--- config.mk ---
export PLATFORM = sky130hd
export DESIGN_NAME = key_matrix_scan
export DESIGN_NICKNAME = d
export VERILOG_FILES = /design/src/rtl/key_matrix_scan.sv
export SDC_FILE = /design/constraint.sdc
export NUM_CORES = 1
export LEC_CHECK = 0
export ABC_AREA = 0
export CORE_ASPECT_RATIO = 1.75
export CORE_MARGIN = 4
export CORE_UTILIZATION = 60
export DETAILED_ROUTE_END_ITERATION = 6
export PLACE_DENSITY_LB_ADDON = 0.25
export SETUP_SLACK_MARGIN = 0.2
export SLEW_MARGIN = 20
export SYNTH_ARGS = -nofsm -noshare
export SYNTH_HDL_FRONTEND = slang
export SYNTH_SLANG_ARGS = --single-unit
--- constraint.sdc ---
create_clock -name cp -period 5 [get_ports cp]
set_input_delay 1 -clock cp [delete_from_list [all_inputs] [get_ports cp]]
set_output_delay 1 -clock cp [all_outputs]
set_load 0.01 [all_outputs]
--- src/rtl/key_matrix_scan.sv ---
// key_matrix_scan: column-scanned key matrix reader with debounce
// and a valid/ready key-code output towards the front-panel controller.
module key_matrix_scan #(
   parameter int COLS     = 4,
   parameter int ROWS     = 4,
   parameter int SCAN_DIV = 1000,
   parameter int DEBOUNCE = 8
) (
   input  logic                                   cp,
   input  logic                                   rst,
   input  logic [ROWS-1:0]                        rows,
   output logic [COLS-1:0]                        cols,
   output logic [$clog2(COLS)+$clog2(ROWS)-1:0]   key_code,
   output logic                                   key_valid,
   input  logic                                   key_ready,
   output logic                                   key_down,
   output logic                                   overflow
);

   localparam int CW   = $clog2(COLS);
   localparam int RW   = $clog2(ROWS);
   localparam int DIVW = $clog2(SCAN_DIV);
   localparam int DW   = $clog2(DEBOUNCE + 1);

   typedef enum logic [1:0] {S_SCAN, S_DEB, S_HELD} state_t;

   state_t          state_q, state_d;
   logic [ROWS-1:0] rows_m_q, rows_s_q;
   logic [DIVW-1:0] div_q;
   logic [CW-1:0]   col_q, col_d;
   logic [DW-1:0]   deb_q, deb_d, deb_inc;
   logic [CW+RW-1:0] cap_q, cap_d;
   logic [COLS-1:0] cols_q;
   logic [CW+RW-1:0] key_code_q;
   logic            key_valid_q, overflow_q;
   logic [RW-1:0]   row_idx;
   logic            hit, tick, accept;
   logic [CW-1:0]   col_nxt;

   assign tick    = (div_q == DIVW'(SCAN_DIV - 1));
   assign hit     = ~&rows_s_q;
   assign deb_inc = deb_q + 1'b1;
   assign col_nxt = (col_q == CW'(COLS - 1)) ? '0 : col_q + 1'b1;

   // two-flop synchroniser for the asynchronous row inputs
   always_ff @(posedge cp or negedge rst) begin
      if (!rst) begin
         rows_m_q <= '1;
         rows_s_q <= '1;
      end else begin
         rows_m_q <= rows;
         rows_s_q <= rows_m_q;
      end
   end

   // lowest active row wins
   always_comb begin
      row_idx = '0;
      for (int i = ROWS - 1; i >= 0; i--)
         if (!rows_s_q[i]) row_idx = RW'(i);
   end

   // dwell divider; tick marks the last cycle of a column dwell
   always_ff @(posedge cp or negedge rst) begin
      if (!rst) div_q <= '0;
      else      div_q <= tick ? '0 : div_q + 1'b1;
   end

   // scan / debounce / held next-state logic, acting on ticks only
   always_comb begin
      state_d = state_q;
      col_d   = col_q;
      deb_d   = deb_q;
      cap_d   = cap_q;
      accept  = 1'b0;
      if (tick) begin
         unique case (state_q)
            S_SCAN: begin
               if (hit) begin
                  cap_d = {col_q, row_idx};
                  deb_d = DW'(1);
                  if (DEBOUNCE == 1) begin
                     accept  = 1'b1;
                     deb_d   = '0;
                     state_d = S_HELD;
                  end else begin
                     state_d = S_DEB;
                  end
               end else begin
                  col_d = col_nxt;
               end
            end
            S_DEB: begin
               if (hit && row_idx == cap_q[RW-1:0]) begin
                  deb_d = deb_inc;
                  if (deb_inc == DW'(DEBOUNCE)) begin
                     accept  = 1'b1;
                     deb_d   = '0;
                     state_d = S_HELD;
                  end
               end else begin
                  deb_d   = '0;
                  col_d   = col_nxt;
                  state_d = S_SCAN;
               end
            end
            S_HELD: begin
               if (!hit) begin
                  deb_d = deb_inc;
                  if (deb_inc == DW'(DEBOUNCE)) begin
                     deb_d   = '0;
                     col_d   = col_nxt;
                     state_d = S_SCAN;
                  end
               end else begin
                  deb_d = '0;
               end
            end
            default: state_d = S_SCAN;
         endcase
      end
   end

   // FSM state, frozen column, debounce count and captured code
   always_ff @(posedge cp or negedge rst) begin
      if (!rst) begin
         state_q <= S_SCAN;
         col_q   <= '0;
         deb_q   <= '0;
         cap_q   <= '0;
         cols_q  <= '1;
      end else begin
         state_q <= state_d;
         col_q   <= col_d;
         deb_q   <= deb_d;
         cap_q   <= cap_d;
         cols_q  <= ~(COLS'(1) << col_q);
      end
   end

   // key hand-off: load on accept when free, else drop and flag overflow
   always_ff @(posedge cp or negedge rst) begin
      if (!rst) begin
         key_code_q  <= '0;
         key_valid_q <= 1'b0;
         overflow_q  <= 1'b0;
      end else begin
         overflow_q <= 1'b0;
         if (accept) begin
            if (!key_valid_q || key_ready) begin
               key_code_q  <= cap_d;
               key_valid_q <= 1'b1;
            end else begin
               overflow_q <= 1'b1;
            end
         end else if (key_valid_q && key_ready) begin
            key_valid_q <= 1'b0;
         end
      end
   end

   assign cols      = cols_q;
   assign key_code  = key_code_q;
   assign key_valid = key_valid_q;
   assign key_down  = (state_q == S_HELD);
   assign overflow  = overflow_q;

endmodule

# Word level (Yosys, flattened, before mapping)
# Cells that the tools add are included.
# Widths: inputs -> output; s select.
[op_classes]
addsub = 3
eq_ne = 13
n_shift = 1
n_mux = 34
bitwise_logic = 1
n_reduce_logical = 14
[ops]
columns = ["cell", "count"]
rows = [
  ["$mux 2", 14],
  ["$mux 4", 7],
  ["$pmux 2 s3", 2],
  ["$pmux 4 s3", 1],
  ["$add 10x1->10 const B", 1],
  ["$eq 10x10->1 const B", 1],
  ["$mux 10", 1],
  ["$mux 1", 9],
  ["$ne 2x1->1 const B", 3],
  ["$ne 2x2->1 const B", 3],
  ["$reduce_and 6->1", 1],
  ["$reduce_and 5->1", 1],
  ["$add 4x1->4 const B", 1],
  ["$eq 2x2->1 const B", 2],
  ["$eq 4x4->1 const B", 1],
  ["$not 4->4", 1],
  ["$reduce_and 2->1", 2],
  ["$reduce_and 4->1", 1],
  ["$shl 1x2->4 const A", 1],
  ["$ne 3x3->1 const B", 1],
  ["$reduce_and 3->1", 1],
  ["$reduce_bool 3->1", 1],
  ["$add 2x1->2 const B", 1],
  ["$eq 2x1->1 const B", 1],
  ["other kinds (6)", 8],
]
[word_totals]
regBits = 40
in_bits = 7
output_inout_bits = 11
word_cells = 77

# Logic depth before layout (Yosys ltp)
# Gate-level depths: netlist of the first run.
[depth]
word_depth = 11
ltp_mapped = 7
depth_no_buf = 6

# Worst setup path before layout of the first run
# Ideal clock, no wire load.
[synth_path]
kind = "register to register"
startpoint = "register div_q[0]"
endpoint = "register key_code_q[0], in the netlist key_code[0]"
setup_time_ps = 125
t_arrival_ps = 1786
required_ps = 4875
slack_ps = 3089
path_stages_with_launch = 7
n_path_buf = 0
cell_sequence = "dfrtp_1 > ha_1 > nand2_1 > nor3_4 > nand2_1 > nor3b_2 > mux2_2"
[synth_via]
elab_chain_cells = 3
elab_cells_between_ends = 4
[synth_lines]
columns = ["item", "line_no", "rtl"]
rows = [
  ["start, declared", "29", "logic [DIVW-1:0] div_q;"],
  ["start signal, assigned", "66", "else div_q <= tick ? '0 : div_q + 1'b1;"],
  ["$eq 10x10->1 (*)", "40", "assign tick = (div_q == DIVW'(SCAN_DIV - 1));"],
  ["$mux 1", "76", "if (tick) begin"],
  ["$reduce_and 2->1 (no source line)", "-", ""],
  ["end signal, assigned", "151", "key_code_q <= cap_d;"],
  ["end, declared", "34", "logic [CW+RW-1:0] key_code_q;"],
]
# Mark *: on every way between the ends. The rest lies on a longest branch, timed or not.
# A chain may end at the register's enable or synchronous reset.

# Final worst setup path of the first run
[layout_path]
startpoint = "register state_q[0]"
endpoint = "output key_down"
[layout_via]
elab_chain_cells = 1
[layout_lines]
columns = ["item", "line_no", "rtl"]
rows = [
  ["start, declared", "27", "state_t state_q, state_d;"],
  ["start signal, assigned", "133", "state_q <= state_d;"],
  ["$eq 2x2->1", "165", "assign key_down = (state_q == S_HELD);"],
  ["end, declared", "16", "output logic key_down,"],
]
# Every way passes these cells.

==> flow_summary.json, run 1 <==
{
  "yosys.area.top_type": "dfrtp_1",
  "fin_skew_ns": 0.00835,
  "startpoint": "state_q[0]$_DFFE_PN0P_",
  "p_switching_uw": 123,
  "clk_latency_ns": 0.29,
  "core_area_sq_mm": 0.00296,
  "detail_route.first_pass.iterations": 4,
  "cts_setup_buffers": 0,
  "slew_violations": 0,
  "synth_area_leaders": "dfrtp_1 (37%), dfstp_2 (17%), ha_1 (6.7%), mux2_2 (3.6%), inv_1 (2.4%)",
  "portBuffers": 17,
  "grt_pass1_wl_um": 5940,
  "cts.sinks": 40,
  "syn-num-nets": 175,
  "clk_transition_reported_paths_ns": 0.08,
  "yosysWarnings": 0,
  "vias": 1300,
  "drive_gt1_share_pct": 20.3,
  "fin_crit_ns": 2.63,
  "maxCapViolCount": 0,
  "synth-edff-count": 0,
  "crit_path_end_kind": "output pin",
  "yosys_most_used_dff": "dfrtp_1",
  "gr-total-overflow": 0,
  "ant_nets": 0,
  "gp_congestion": 0.734,
  "synth_area_sq_mm": 0.00188,
  "critPathKind": "flop to output pin",
  "internal_power_uw": 447,
  "cts_buffer_depth": 2,
  "fill_cells": 203,
  "final.setup.tns_ns": 0,
  "dp_slack_ns": 2.60,
  "peakVddDrop_v": 0.000245,
  "via_per_inst": 5.80,
  "die_w_um": 50.3,
  "area_growth_pct": 16.6,
  "seq_area_sq_mm": 0.00102,
  "slew_headroom_pct": 45.4,
  "fmax_ghz": 0.380,
  "hold_viol_final": 0,
  "rr_startpoint": "div_q[0]$_DFF_PN0_",
  "root_buffer": "clkbuf_8",
  "required_ns": 4.00,
  "power_frac_comb_pct": 2.5,
  "die_h_um": 82.1,
  "multi_input_area_sq_um": 816,
  "slowest_delay_ns": 0.57,
  "status": "finished clean",
  "grt_pass1_vias": 1335,
  "hp-start": "rows_m_q[3]$_DFF_PN1_",
  "worstMarginPinSlew_ns": 0.819,
  "nNetsFinal": 198,
  "ys_seq_elements": 40,
  "insertedDiodeCount": 0,
  "avgSynthCellArea_sq_um": 11.9,
  "power_frac_seq_pct": 58.4,
  "cts_tree": "built",
  "netlist_top_cells_count": "dfrtp_1 (28), dfstp_2 (12), inv_1 (12), nand2_1 (12), ha_1 (10)",
  "leakage_uw": 0.000953,
  "cts_hold_buf": 0,
  "rsz0062_at_grt": "false",
  "wirelength_um": 3550,
  "synthArstFlopShare_pct": 100,
  "p_per_area_mw_per_mm2": 260,
  "ios": 18,
  "period_share_pct": 52.7,
  "layout_setup_ws_ns": 2.37,
  "synthMostInstantiatedCell": "dfrtp_1",
  "clkPwrFrac_pct": 39.0,
  "die-area_sq_mm": 0.00413,
  "cp_cell_sequence": "inv_1 -> ha_1 -> clkdlybuf4s50_1",
  "grt_usage_pct": 19.6,
  "cts_inserted_buffers": 5,
  "syn_inst": 158,
  "setup_viol": 0,
  "swShare_pct": 21.5,
  "finalNonFillerCells": 224,
  "grt_max_degree": 41,
  "place_inst": 216,
  "worstPathArrival_ns": 1.63,
  "rows": 26,
  "cts-resized-gates": 0,
  "start_util_pct": 63.5,
  "path_max_fanout": 3,
  "seq_area_frac_synth_pct": 54.0,
  "slowest_stage": "clkdlybuf4s50_1",
  "yosysUniqueCellTypes": 45,
  "htree_levels": 2,
  "antenna_found_initial": 0,
  "synth_top_area_share_pct": 37.3,
  "drcViolationCount": 0,
  "wl_per_cell_um": 15.9,
  "detailed_place_hpwl_um": 2630,
  "hold_path.class": "flop to flop",
  "drtIter0Drc": 33,
  "startpoint_type": "flop"
}
-- state kept, by name, indices dropped and copies added (netlist names), 2 cells and up --
signal and flops:
div_q 10, rows_s_q 4, cap_q 4, key_code 4, col_q 2, deb_q 4
rows_m_q 4, state_q 2, cols 4
-- layout make-up --
| class | count | area share, % |
|---|---|---|
| sequential | 40 | 46.3 |
| multi-input combinational | 105 | 37.2 |
| timing repair buffer | 17 | 7.53 |
| clock buffer | 6 | 3.77 |
| tap | 42 | 2.40 |
| inverter | 12 | 2.05 |
| clock inverter | 2 | 0.685 |
-- cells in the final DEF (no fill, tap or decap), types with 4 or more instances in the layout --
| master | Yosys | layout |
|---|---|---|
| a21oi_1 | 8 | 8 |
| a31oi_1 | 4 | 4 |
| clkbuf_8 | 0 | 6 |
| clkdlybuf4s50_1 | 0 | 16 |
| dfrtp_1 | 28 | 28 |
| dfstp_2 | 12 | 12 |
| ha_1 | 10 | 10 |
| inv_1 | 12 | 12 |
| mux2_2 | 6 | 6 |
| nand2_1 | 12 | 12 |
| nand3_1 | 5 | 5 |
| nor2_1 | 8 | 8 |
| o21ai_0 | 5 | 5 |
-- metal layers --
| metal | wire, um | global-route usage (%) | vias up |
|---|---|---|---|
| li1 | - | - | 611 |
| met1 | 1220 | 19.3 | 649 |
| met2 | 2100 | 37.4 | 32 |
| met3 | 142 | 4.36 | 8 |
| met4 | 90 | 9.70 | 0 |
| met5 | 0 | 0 | - |
-- power groups by stage --
stage | registers (uW) | logic, uW | clock network [uW]
6_report | 333 | 14.4 | 222
5_1_grt | 333 | 16.2 | 239
4_1_cts | 332 | 14.9 | 225
3_5_place_dp | 338 | 14.9 | 0
3_3_place_gp | 338 | 14.2 | 0
2_1_floorplan | 338 | 3.71 | 0
-- stage by stage --
step / instance area, sq um / hold WS, ns / utilization [%] / total power, uW
floorplan: 1880 / 0.345 / - / 341
global placement: 2090 / 0.346 / 70.8 / 352
detailed placement: 2090 / 0.349 / 70.8 / 353
CTS: 2190 / 0.360 / 74.0 / 572
global route: 2190 / 0.364 / 74.0 / 588
finish: 2190 / 0.359 / 74.0 / 569
-- worst paths after layout --
path,endpoint,slack [ns],depth (start not counted)
worst min register to register,rows_s_q[3]$_DFF_PN1_,0.36,0
min in group asynchronous,state_q[1]$_DFFE_PN0P_,0.80,1
worst max-delay path,key_down,2.37,3
max in group asynchronous,div_q[2]$_DFF_PN0_,3.68,1
worst min-delay path,rows_s_q[3]$_DFF_PN1_,0.36,0
worst max register to register,key_code[0]$_DFFE_PN0P_,2.61,6
-- critical path: cells and delay by family (launching register included) --
family | cells | cell delay (ns)
adders and majority gates | 1 | 0.25
buffers and inverters | 2 | 0.68
DFF | 1 | 0.41
-- kinds of logic (layout without fill, tap and decap cells) --
family,Yosys count,count (layout),synth area share (%)
simple gates,45,45,14.6
flops,40,40,54.0
compound gates,37,37,14.6
buf+inv,13,37,2.59
fa+ha+maj,10,10,6.65
mux,8,8,5.19
xor+xnor,5,5,2.33
Power figures use the tool's default switching activity.
==> run 2, diff against run 1 <==
Settings changed: CORE_UTILIZATION 60 to 56.
Clock period 5 ns to 2.7 ns, I/O delays scaled along.
==> run 2 against run 1 <==
  * Clock-buffer cell count shrank 1
  * Final area grew 0.17%
  * Clock power grew 77%
  * Register-to-register slack lost 2.1 ns
==> flow_summary.json, run 2 (same netlist as run 1, synthesis figures left out) <==
{
  "detailed_place_hpwl_um": 2470,
  "slowest_stage": "clkdlybuf4s50_1",
  "drtIter0Drc": 44,
  "cts_tree": "built",
  "vias": 1293,
  "cts.sinks": 40,
  "path_max_fanout": 3,
  "rows": 27,
  "rsz0062_at_grt": "false",
  "fill_cells": 257,
  "slew_violations": 0,
  "hold_viol_final": 0,
  "worstPathArrival_ns": 1.68,
  "grt_pass1_vias": 1397,
  "die_h_um": 84.7,
  "crit_buf_inv": 2,
  "gr-total-overflow": 0,
  "area_growth_pct": 16.8,
  "cp_cell_sequence": "inv_1 -> ha_1 -> clkdlybuf4s50_1",
  "slowest_delay_ns": 0.58,
  "wirelength_um": 3330,
  "grt_pass1_wl_um": 6020,
  "clk_latency_ns": 0.29,
  "nNetsFinal": 199,
  "final_common_cell": "dfrtp_1",
  "antenna_found_initial": 0,
  "die_w_um": 51.8,
  "final_util_pct": 69.1,
  "drcViolationCount": 0,
  "wl_per_cell_um": 14.7,
  "cts-resized-gates": 0,
  "reg2reg_slack_ns": 0.51,
  "cts_setup_buffers": 0,
  "critPathKind": "flop to output pin",
  "crit_path_end_kind": "output pin",
  "cts_hold_buf": 0,
  "clk_transition_reported_paths_ns": 0.08,
  "maxCapViolCount": 0,
  "largest_register": "div_q",
  "worstMarginPinSlew_ns": 0.832,
  "leakage_uw": 0.000955,
  "grt_usage_pct": 18.0,
  "portBuffers": 17,
  "ios": 18,
  "setup_viol": 0,
  "drive_gt1_share_pct": 20.8,
  "cts_inserted_buffers": 5,
  "required_ns": 2.16,
  "fin_skew_ns": 0.00752,
  "fmax_ghz": 0.451,
  "p_per_area_mw_per_mm2": 471,
  "hold_path.class": "input port to async pin",
  "grt_max_degree": 41,
  "gp_congestion": 0.831,
  "die-area_sq_mm": 0.00439,
  "cts_buffer_depth": 2,
  "detail_route.first_pass.iterations": 5,
  "status": "finished clean",
  "start_util_pct": 59.2,
  "final.setup.tns_ns": 0,
  "core_area_sq_mm": 0.00318,
  "largest_reg_flops": 10,
  "startpoint_type": "flop",
  "startpoint": "state_q[0]$_DFFE_PN0P_",
  "final_cell_mix": "dfrtp_1 (28), clkdlybuf4s50_1 (16), inv_1 (12), nand2_1 (12), dfstp_2 (12)",
  "period_share_pct": 82.2,
  "slew_headroom_pct": 44.5,
  "peakVddDrop_v": 0.000411,
  "htree_levels": 2,
  "insertedDiodeCount": 0,
  "root_buffer": "clkbuf_8",
  "r2r-end": "key_code[2]$_DFFE_PN0P_",
  "via_per_inst": 5.72,
  "rr_startpoint": "div_q[0]$_DFF_PN0_",
  "ant_nets": 0,
  "reg2reg_depth": 6,
  "crit_family": "buffers and inverters",
  "fin_crit_ns": 2.22
}
-- run 2: worst reg2reg max path: cells and delay by family, from the launching register on --
family,cells,cell delay (ns)
fa+ha+maj,1,0.22
flops,1,0.39
mux,1,0.38
simple gates,4,1.09
-- run 2: worst max-delay path by stage --
stage | to | cells after the start
global placement | key_code[3]$_DFFE_PN0P_ | 6
finish | key_down | 3
detailed placement | key_code[1]$_DFFE_PN0P_ | 6
CTS | key_down | 3
global route | key_code[1]$_DFFE_PN0P_ | 6
floorplan | key_code[0]$_DFFE_PN0P_ | 6
-- run 2: where the power goes --
group          internal (uW)  total [uW]  switching (uW)  leakage (uW)
Clock                    183         392             210     0.0000404
Sequential               610         616            5.80      0.000503
Combinational           10.2        26.6            16.4      0.000412
Total                    803        1030             232      0.000955
-- run 2: final cells by class --
cell class,instances,area (sq um),area share (%)
inverters,12,45.0,2.05
clock inverters,3,23.8,1.08
multi-input cells,105,816,37.2
repair buffers,18,173,7.86
flip-flops and latches,40,1020,46.3
clock buffers,5,68.8,3.13
well taps,43,53.8,2.45
-- run 2: per-layer routing --
metal,GRT usage [%],routed length [um]
met5,0,0
met1,20.8,1340
met3,4.44,118
met4,8.83,80
met2,30.0,1790
-- run 2: stage by stage --
stage                     worst slack (ns)  power [uW]  hold WS, ns  cell area (sq um)  instances
after floorplan                      0.789         632        0.244               1880        158
after global placement               0.648         652        0.346               2100        218
after detailed placement             0.516         654        0.347               2100        218
after CTS                            0.469        1050        0.359               2200        226
after global routing                 0.365        1080        0.362               2200        226
final                                0.482        1030        0.343               2200        226
